## config.mk

```make
export PLATFORM = sky130hd
export DESIGN_NAME = usb_cmd_reader
export DESIGN_NICKNAME = d
export VERILOG_FILES = /design/src/rtl/usb_cmd_reader.sv
export SDC_FILE = /design/constraint.sdc
export NUM_CORES = 1
export LEC_CHECK = 0
export CORE_ASPECT_RATIO = 0.75
export CORE_MARGIN = 2
export CORE_UTILIZATION = 53
export CTS_BUF_LIST = sky130_fd_sc_hd__clkbuf_4 sky130_fd_sc_hd__clkbuf_8 sky130_fd_sc_hd__clkbuf_16
export CTS_CLUSTER_DIAMETER = 60
export DETAILED_ROUTE_END_ITERATION = 10
export GPL_ROUTABILITY_DRIVEN = 0
export PLACE_DENSITY = 0.9
export SLEW_MARGIN = 5
export SYNTH_ARGS = -nofsm -noshare
export SYNTH_HDL_FRONTEND = slang
export SYNTH_SLANG_ARGS = --single-unit
```

## constraint.sdc

```tcl
create_clock -name mclk_i -period 2.12 [get_ports mclk_i]
set_clock_uncertainty 0.05 [all_clocks]
set_input_delay 0.424 -clock mclk_i [delete_from_list [all_inputs] [get_ports mclk_i]]
set_output_delay 0.424 -clock mclk_i [all_outputs]
set_load 0.02 [all_outputs]
```

## src/rtl/usb_cmd_reader.sv

```systemverilog
// FX2 slave-FIFO command reader: pulls fixed-size frames from EP2 OUT and offers them
// on a valid/ready port. Define USB_CMD_CHECKSUM_EN for 5-byte frames with an XOR check byte.
module usb_cmd_reader #(
  parameter int RD_PULSE = 2,
  parameter int RECOVER  = 3,
  parameter int TIMEOUT  = 1024
) (
  input  logic        mclk_i,
  input  logic        reset_i,
  input  logic [7:0]  usb_d_i,
  input  logic        usb_flaga_i,
  output logic [1:0]  usb_fifoadr_o,
  output logic        usb_sloe_o,
  output logic        usb_slrd_o,
  output logic        cmd_valid_o,
  input  logic        cmd_ready_i,
  output logic [7:0]  cmd_op_o,
  output logic [23:0] cmd_arg_o,
  output logic        cmd_err_o
);
`ifdef USB_CMD_CHECKSUM_EN
  localparam int NBYTES = 5;
`else
  localparam int NBYTES = 4;
`endif

  typedef enum logic [2:0] {S_IDLE, S_OE_SETUP, S_STROBE, S_RECOVER, S_HOLD} state_t;

  state_t      state_q, state_d;
  logic [7:0]  ph_q, ph_d;
  logic [2:0]  idx_q, idx_d;
  logic [15:0] tmo_q, tmo_d;
  logic [7:0]  op_q, op_d;
  logic [23:0] arg_q, arg_d;
  logic        valid_q, valid_d;
  logic        err_q, err_d;
  logic        done_q, done_d;
  logic        flag_s1_q, flag_s2_q;
  logic        sloe_q, slrd_q;
  logic        capture;

  always_comb begin
    state_d = state_q;
    ph_d    = ph_q;
    idx_d   = idx_q;
    tmo_d   = tmo_q;
    op_d    = op_q;
    arg_d   = arg_q;
    valid_d = valid_q;
    err_d   = 1'b0;
    done_d  = done_q;
    capture = 1'b0;
    case (state_q)
      S_IDLE:     if (flag_s2_q && !valid_q) state_d = S_OE_SETUP;
      S_OE_SETUP: begin
        state_d = S_STROBE;
        ph_d    = '0;
      end
      S_STROBE: begin
        if (ph_q == 8'(RD_PULSE - 1)) begin
          capture = 1'b1;
          state_d = S_RECOVER;
          ph_d    = '0;
        end else begin
          ph_d = ph_q + 8'd1;
        end
      end
      S_RECOVER: begin
        // Chain straight into the next read so a full FIFO streams at one byte per pass.
        if (ph_q == 8'(RECOVER - 1)) begin
          if (done_q) begin
            state_d = S_HOLD;
            valid_d = 1'b1;
            done_d  = 1'b0;
          end else if (flag_s2_q && !valid_q) begin
            state_d = S_OE_SETUP;
          end else begin
            state_d = S_IDLE;
          end
        end else begin
          ph_d = ph_q + 8'd1;
        end
      end
      S_HOLD: begin
        if (valid_q && cmd_ready_i) begin
          state_d = S_IDLE;
          valid_d = 1'b0;
        end
      end
      default: state_d = S_IDLE;
    endcase

    // A capture always beats the inter-byte timeout.
    if (capture) begin
      tmo_d = '0;
      case (idx_q)
        3'd0:    op_d          = usb_d_i;
        3'd1:    arg_d[23:16]  = usb_d_i;
        3'd2:    arg_d[15:8]   = usb_d_i;
        3'd3:    arg_d[7:0]    = usb_d_i;
        default: ;
      endcase
      if (idx_q == 3'(NBYTES - 1)) begin
        idx_d = '0;
`ifdef USB_CMD_CHECKSUM_EN
        done_d = (usb_d_i == (op_q ^ arg_q[23:16] ^ arg_q[15:8] ^ arg_q[7:0]));
        err_d  = (usb_d_i != (op_q ^ arg_q[23:16] ^ arg_q[15:8] ^ arg_q[7:0]));
`else
        done_d = 1'b1;
`endif
      end else begin
        idx_d = idx_q + 3'd1;
      end
    end else if (state_q == S_IDLE && idx_q != 3'd0) begin
      if (tmo_q == 16'(TIMEOUT - 1)) begin
        tmo_d = '0;
        idx_d = '0;
        err_d = 1'b1;
      end else begin
        tmo_d = tmo_q + 16'd1;
      end
    end else if (idx_q == 3'd0) begin
      tmo_d = '0;
    end
  end

  always_ff @(posedge mclk_i) begin
    if (reset_i) begin
      state_q   <= S_IDLE;
      ph_q      <= '0;
      idx_q     <= '0;
      tmo_q     <= '0;
      op_q      <= '0;
      arg_q     <= '0;
      valid_q   <= 1'b0;
      err_q     <= 1'b0;
      done_q    <= 1'b0;
      flag_s1_q <= 1'b0;
      flag_s2_q <= 1'b0;
      sloe_q    <= 1'b1;
      slrd_q    <= 1'b1;
    end else begin
      state_q   <= state_d;
      ph_q      <= ph_d;
      idx_q     <= idx_d;
      tmo_q     <= tmo_d;
      op_q      <= op_d;
      arg_q     <= arg_d;
      valid_q   <= valid_d;
      err_q     <= err_d;
      done_q    <= done_d;
      flag_s1_q <= usb_flaga_i;
      flag_s2_q <= flag_s1_q;
      // Strobes come from flops so the FX2 never sees a decode glitch.
      sloe_q    <= !(state_d == S_OE_SETUP || state_d == S_STROBE || state_d == S_RECOVER);
      slrd_q    <= (state_d != S_STROBE);
    end
  end

  assign usb_fifoadr_o = 2'b00;
  assign usb_sloe_o    = sloe_q;
  assign usb_slrd_o    = slrd_q;
  assign cmd_valid_o   = valid_q;
  assign cmd_op_o      = op_q;
  assign cmd_arg_o     = arg_q;
  assign cmd_err_o     = err_q;

endmodule

```

==> impl_metrics.sql <==
INSERT INTO impl_metrics (metric_group, metric, value, unit) VALUES
('setup_path', 'cpPeakStageDelay', '0.43', 'ns'),
('setup_path', 'worstPathArrival', '2.20', 'ns'),
('logic_synthesis', 'ys_top_cells_by_area', 'dfxtp_1 46%, mux2i_1 8.6%, nor2_1 6.2%', ''),
('floorplan', 'die_area', '0.006315', 'sq mm'),
('power_and_ir_drop', 'max-vdd-ir-drop', '0.5886', 'mV'),
('global_routing', 'grt.met3_usage', '8.043', '%'),
('timing', 'final_min_period_over_clock_period', '95.00', '%'),
('logic_synthesis', 'share_of_flip_flops_with_an_asynchronous_set_or_reset_after_synthesis', '0', '%'),
('logic_synthesis', 'yosys_register_bits', '69', ''),
('finish', 'final_layout_fill_cell_count', '402', ''),
('clocking', 'cts.clk_slew.worst_paths', '0.07', 'ns'),
('setup_path', 'crit_path_top_delay_cell', 'nor4_1', ''),
('power_and_ir_drop', 'share_seq_of_total_power', '46.4', '%'),
('logic_synthesis', 'synth_top_family_by_area', 'simple AND/OR/NAND/NOR gates', ''),
('power_and_ir_drop', 'power_per_cell_area', '730.6', 'mW/mm^2'),
('timing', 'setup_viol_count_final', '0', ''),
('floorplan', 'fp.dieW', '91.10', 'um'),
('setup_path', 'critical_path.startpoint_type', 'flop', ''),
('finish', 'final_design_area_excluding_fillers', '0.003874', 'sq mm'),
('placement', 'portBuffers', '47', ''),
('logic_synthesis', 'complex_gate_fraction_of_the_synthesized_area', '8.963', '%'),
('route', 'number_of_nets_still_failing_antenna_checks_after_routing', '0', ''),
('run', 'max-cap-violations', '0', ''),
('placement', 'placedInstanceArea', '0.003586', 'sq mm'),
('logic_synthesis', 'yosysMostFrequentCell', 'dfxtp_1', ''),
('timing', 'slew-limit-headroom', '62.87', '%'),
('logic_synthesis', 'yosys.area.top_type_share', '45.81', '%'),
('power_and_ir_drop', 'p_sw', '575.5', 'uW'),
('setup_path', 'cp_required', '2.31', 'ns'),
('finish', 'area.growth.synth_to_final', '28.46', '%'),
('clocking', 'h-tree-depth', '3', ''),
('logic_synthesis', 'post_synth_instance_area', '0.003015', 'sq mm'),
('logic_synthesis', 'synthSimpleGateAreaFrac', '26.18', '%'),
('floorplan', 'floorplan.initialDensity', '55.74', '%'),
('global_routing', 'antenna_found_initial', '0', ''),
('logic_synthesis', 'synth_area_leader', 'dfxtp_1', ''),
('setup_path', 'worst-path-max-fanout', '11', ''),
('outcome', 'status', 'completed', ''),
('floorplan', 'core_area', '0.005410', 'sq mm'),
('clocking', 'clock-root-buffer', 'clkbuf_8', ''),
('power_and_ir_drop', 'comb_power_share', '4.5', '%'),
('clocking', 'clock_tree_from_tritoncts', 'yes', ''),
('power_and_ir_drop', 'power.switching_fraction', '20.33', '%'),
('global_routing', 'globalRouteMet1Util', '30.01', '%'),
('route', 'via_per_inst', '5.655', ''),
('route', 'drt_drc_violations_left', '0', ''),
('timing', 'maxClockFrequency', '0.4965', 'GHz'),
('power_and_ir_drop', 'design_power_total', '2830', 'uW'),
('clocking', 'skew_pair_late_insertion_delay', '0.35', 'ns'),
('hold_path', 'timing.hold.worst.class', 'flop to flop', ''),
('timing', 'hold_violations', '0', ''),
('floorplan', 'num_rows', '23', ''),
('logic_synthesis', 'synthTopCellsByCount', '69 x dfxtp_1, 50 x nor2_1, 31 x nand2_1', ''),
('timing', 'final.min_clock_period', '2.014', 'ns'),
('setup_path', 'critical_path.most_common_cell', 'nand2_1', ''),
('global_routing', 'grt_pass1_wl', '12270', 'um'),
('finish', 'fraction_of_final_layout_cells_sized_beyond_drive_strength_1', '11.14', '%'),
('setup_path', 'critical_setup_path_class', 'flop to flop', ''),
('global_routing', 'grt_max_degree', '24', ''),
('timing', 'worst_pin_slew', '0.5497', 'ns'),
('timing', 'rsz_0062_raised_after_global_routing', 'false', ''),
('logic_synthesis', 'synth-seq-area-share', '45.81', '%'),
('setup_path', 'worstSetupEndpointType', 'flop', ''),
('power_and_ir_drop', 'cell_internal_pwr', '2255', 'uW'),
('route', 'detail_route.wirelength', '7562', 'um'),
('clocking', 'cts_num_sinks', '69', ''),
('floorplan', 'pin_count', '50', ''),
('logic_synthesis', 'synth-edff-count', '0', ''),
('global_routing', 'grt_usage', '24.40', '%'),
('setup_path', 'reg2reg_setup_slack', '0.11', 'ns'),
('logic_synthesis', 'ys_warn_count', '0', '');
-- cells by family (layout without fill, tap and decap cells) --
group,Yosys count,after routing
AO/OA/AOI/OAI,40,40
XOR/XNOR,11,11
adder cells (fa/ha/maj),8,8
buffers and inverters,24,83
flip-flops,69,69
multiplexers,26,26
other,1,2
AND/OR/NAND/NOR,156,156
-- per-stage QoR --
stage / hold WS (ns) / util (%) / setup WS, ns / instances
floorplan: 0.3638 / - / 0.2948 / 336
global placement: 0.3676 / 66.28 / 0.1954 / 452
detailed placement: 0.3776 / 66.28 / 0.07134 / 452
CTS: 0.3948 / 71.09 / 0.01701 / 467
global route: 0.4178 / 71.60 / 0.01100 / 470
finish: 0.3931 / 71.60 / 0.1059 / 470
-- final timing paths --
kind | startpoint | to | depth (start not counted)
setup / recovery | ph_q[7] | cmd_op_o[3] | 6
hold / removal | flag_s1_q | flag_s2_q | 1
setup reg to reg | ph_q[7] | cmd_op_o[3] | 6
hold reg to reg | flag_s1_q | flag_s2_q | 1
-- final cells by class --
class	count	area, sq um	share of cell area [%]
clock inverters	6	136.4	3.521
well taps	75	93.84	2.422
clock buffers	9	123.9	3.198
flip-flops and latches	69	1385	35.76
repair buffers	63	590.6	15.25
multi-input cells	243	1525	39.37
inverters	5	18.77	0.4845
-- what timing repair did --
action                                  4_1_cts  5_1_grt
gates resized for setup                       0        4
endpoints found under the hold margin         0        0
buffers inserted                              0        3
endpoints found under the setup margin        0       35
hold buffers                                  0        0
-- sequential cells by signal (all words and copies together), names as in the netlist --
| register | count |
|---|---|
| flag_s2_q | 1 |
| cmd_op_o | 8 |
| tmo_q | 16 |
| flag_s1_q | 1 |
| cmd_valid_o | 1 |
| state_q | 3 |
| done_q | 1 |
| ph_q | 8 |
| usb_slrd_o | 1 |
| cmd_err_o | 1 |
| cmd_arg_o | 24 |
| usb_sloe_o | 1 |
| idx_q | 3 |
-- worst max-delay path: cells and delay by family, from the launching register on --
kind	cells	cell delay, ns
simple gates	4	1.21
compound gates	1	0.08
buf+inv	1	0.23
flops	1	0.33
-- layout by cell type, fill, tap and decap left out, types with 3 or more instances in the layout --
cell type         n
inv_1             5
xor2_1           10
a311oi_1          5
nand4_1           5
and3_1            4
a31oi_1           3
and3_2            3
or2b_1            3
nor4_1            4
mux2i_1          26
buf_4            16
clkdlybuf4s50_1  47
dfxtp_2           3
nor2b_1           4
nand3_1          23
nand2_1          31
ha_1              8
dfxtp_1          66
clkbuf_8          9
nand3b_1          5
bufinv_16         4
nor2_1           50
nor3_1            7
a21oi_1          19
-- power by group through the flow --
stage	logic, uW	registers [uW]	clock network [uW]
floorplan	64.1	1350	0
global placement	122	1340	0
detailed placement	124	1340	0
CTS	126	1310	1400
global route	139	1310	1460
finish	128	1310	1390
-- layer usage --
| metal | vias to the layer above | routed length [um] |
|---|---|---|
| met4 | 0 | 109 |
| met5 | - | 0 |
| li1 | 1268 | - |
| met2 | 100 | 3710 |
| met3 | 15 | 445 |
| met1 | 1275 | 3297 |
Note: power is estimated with default switching activity, not from simulation.
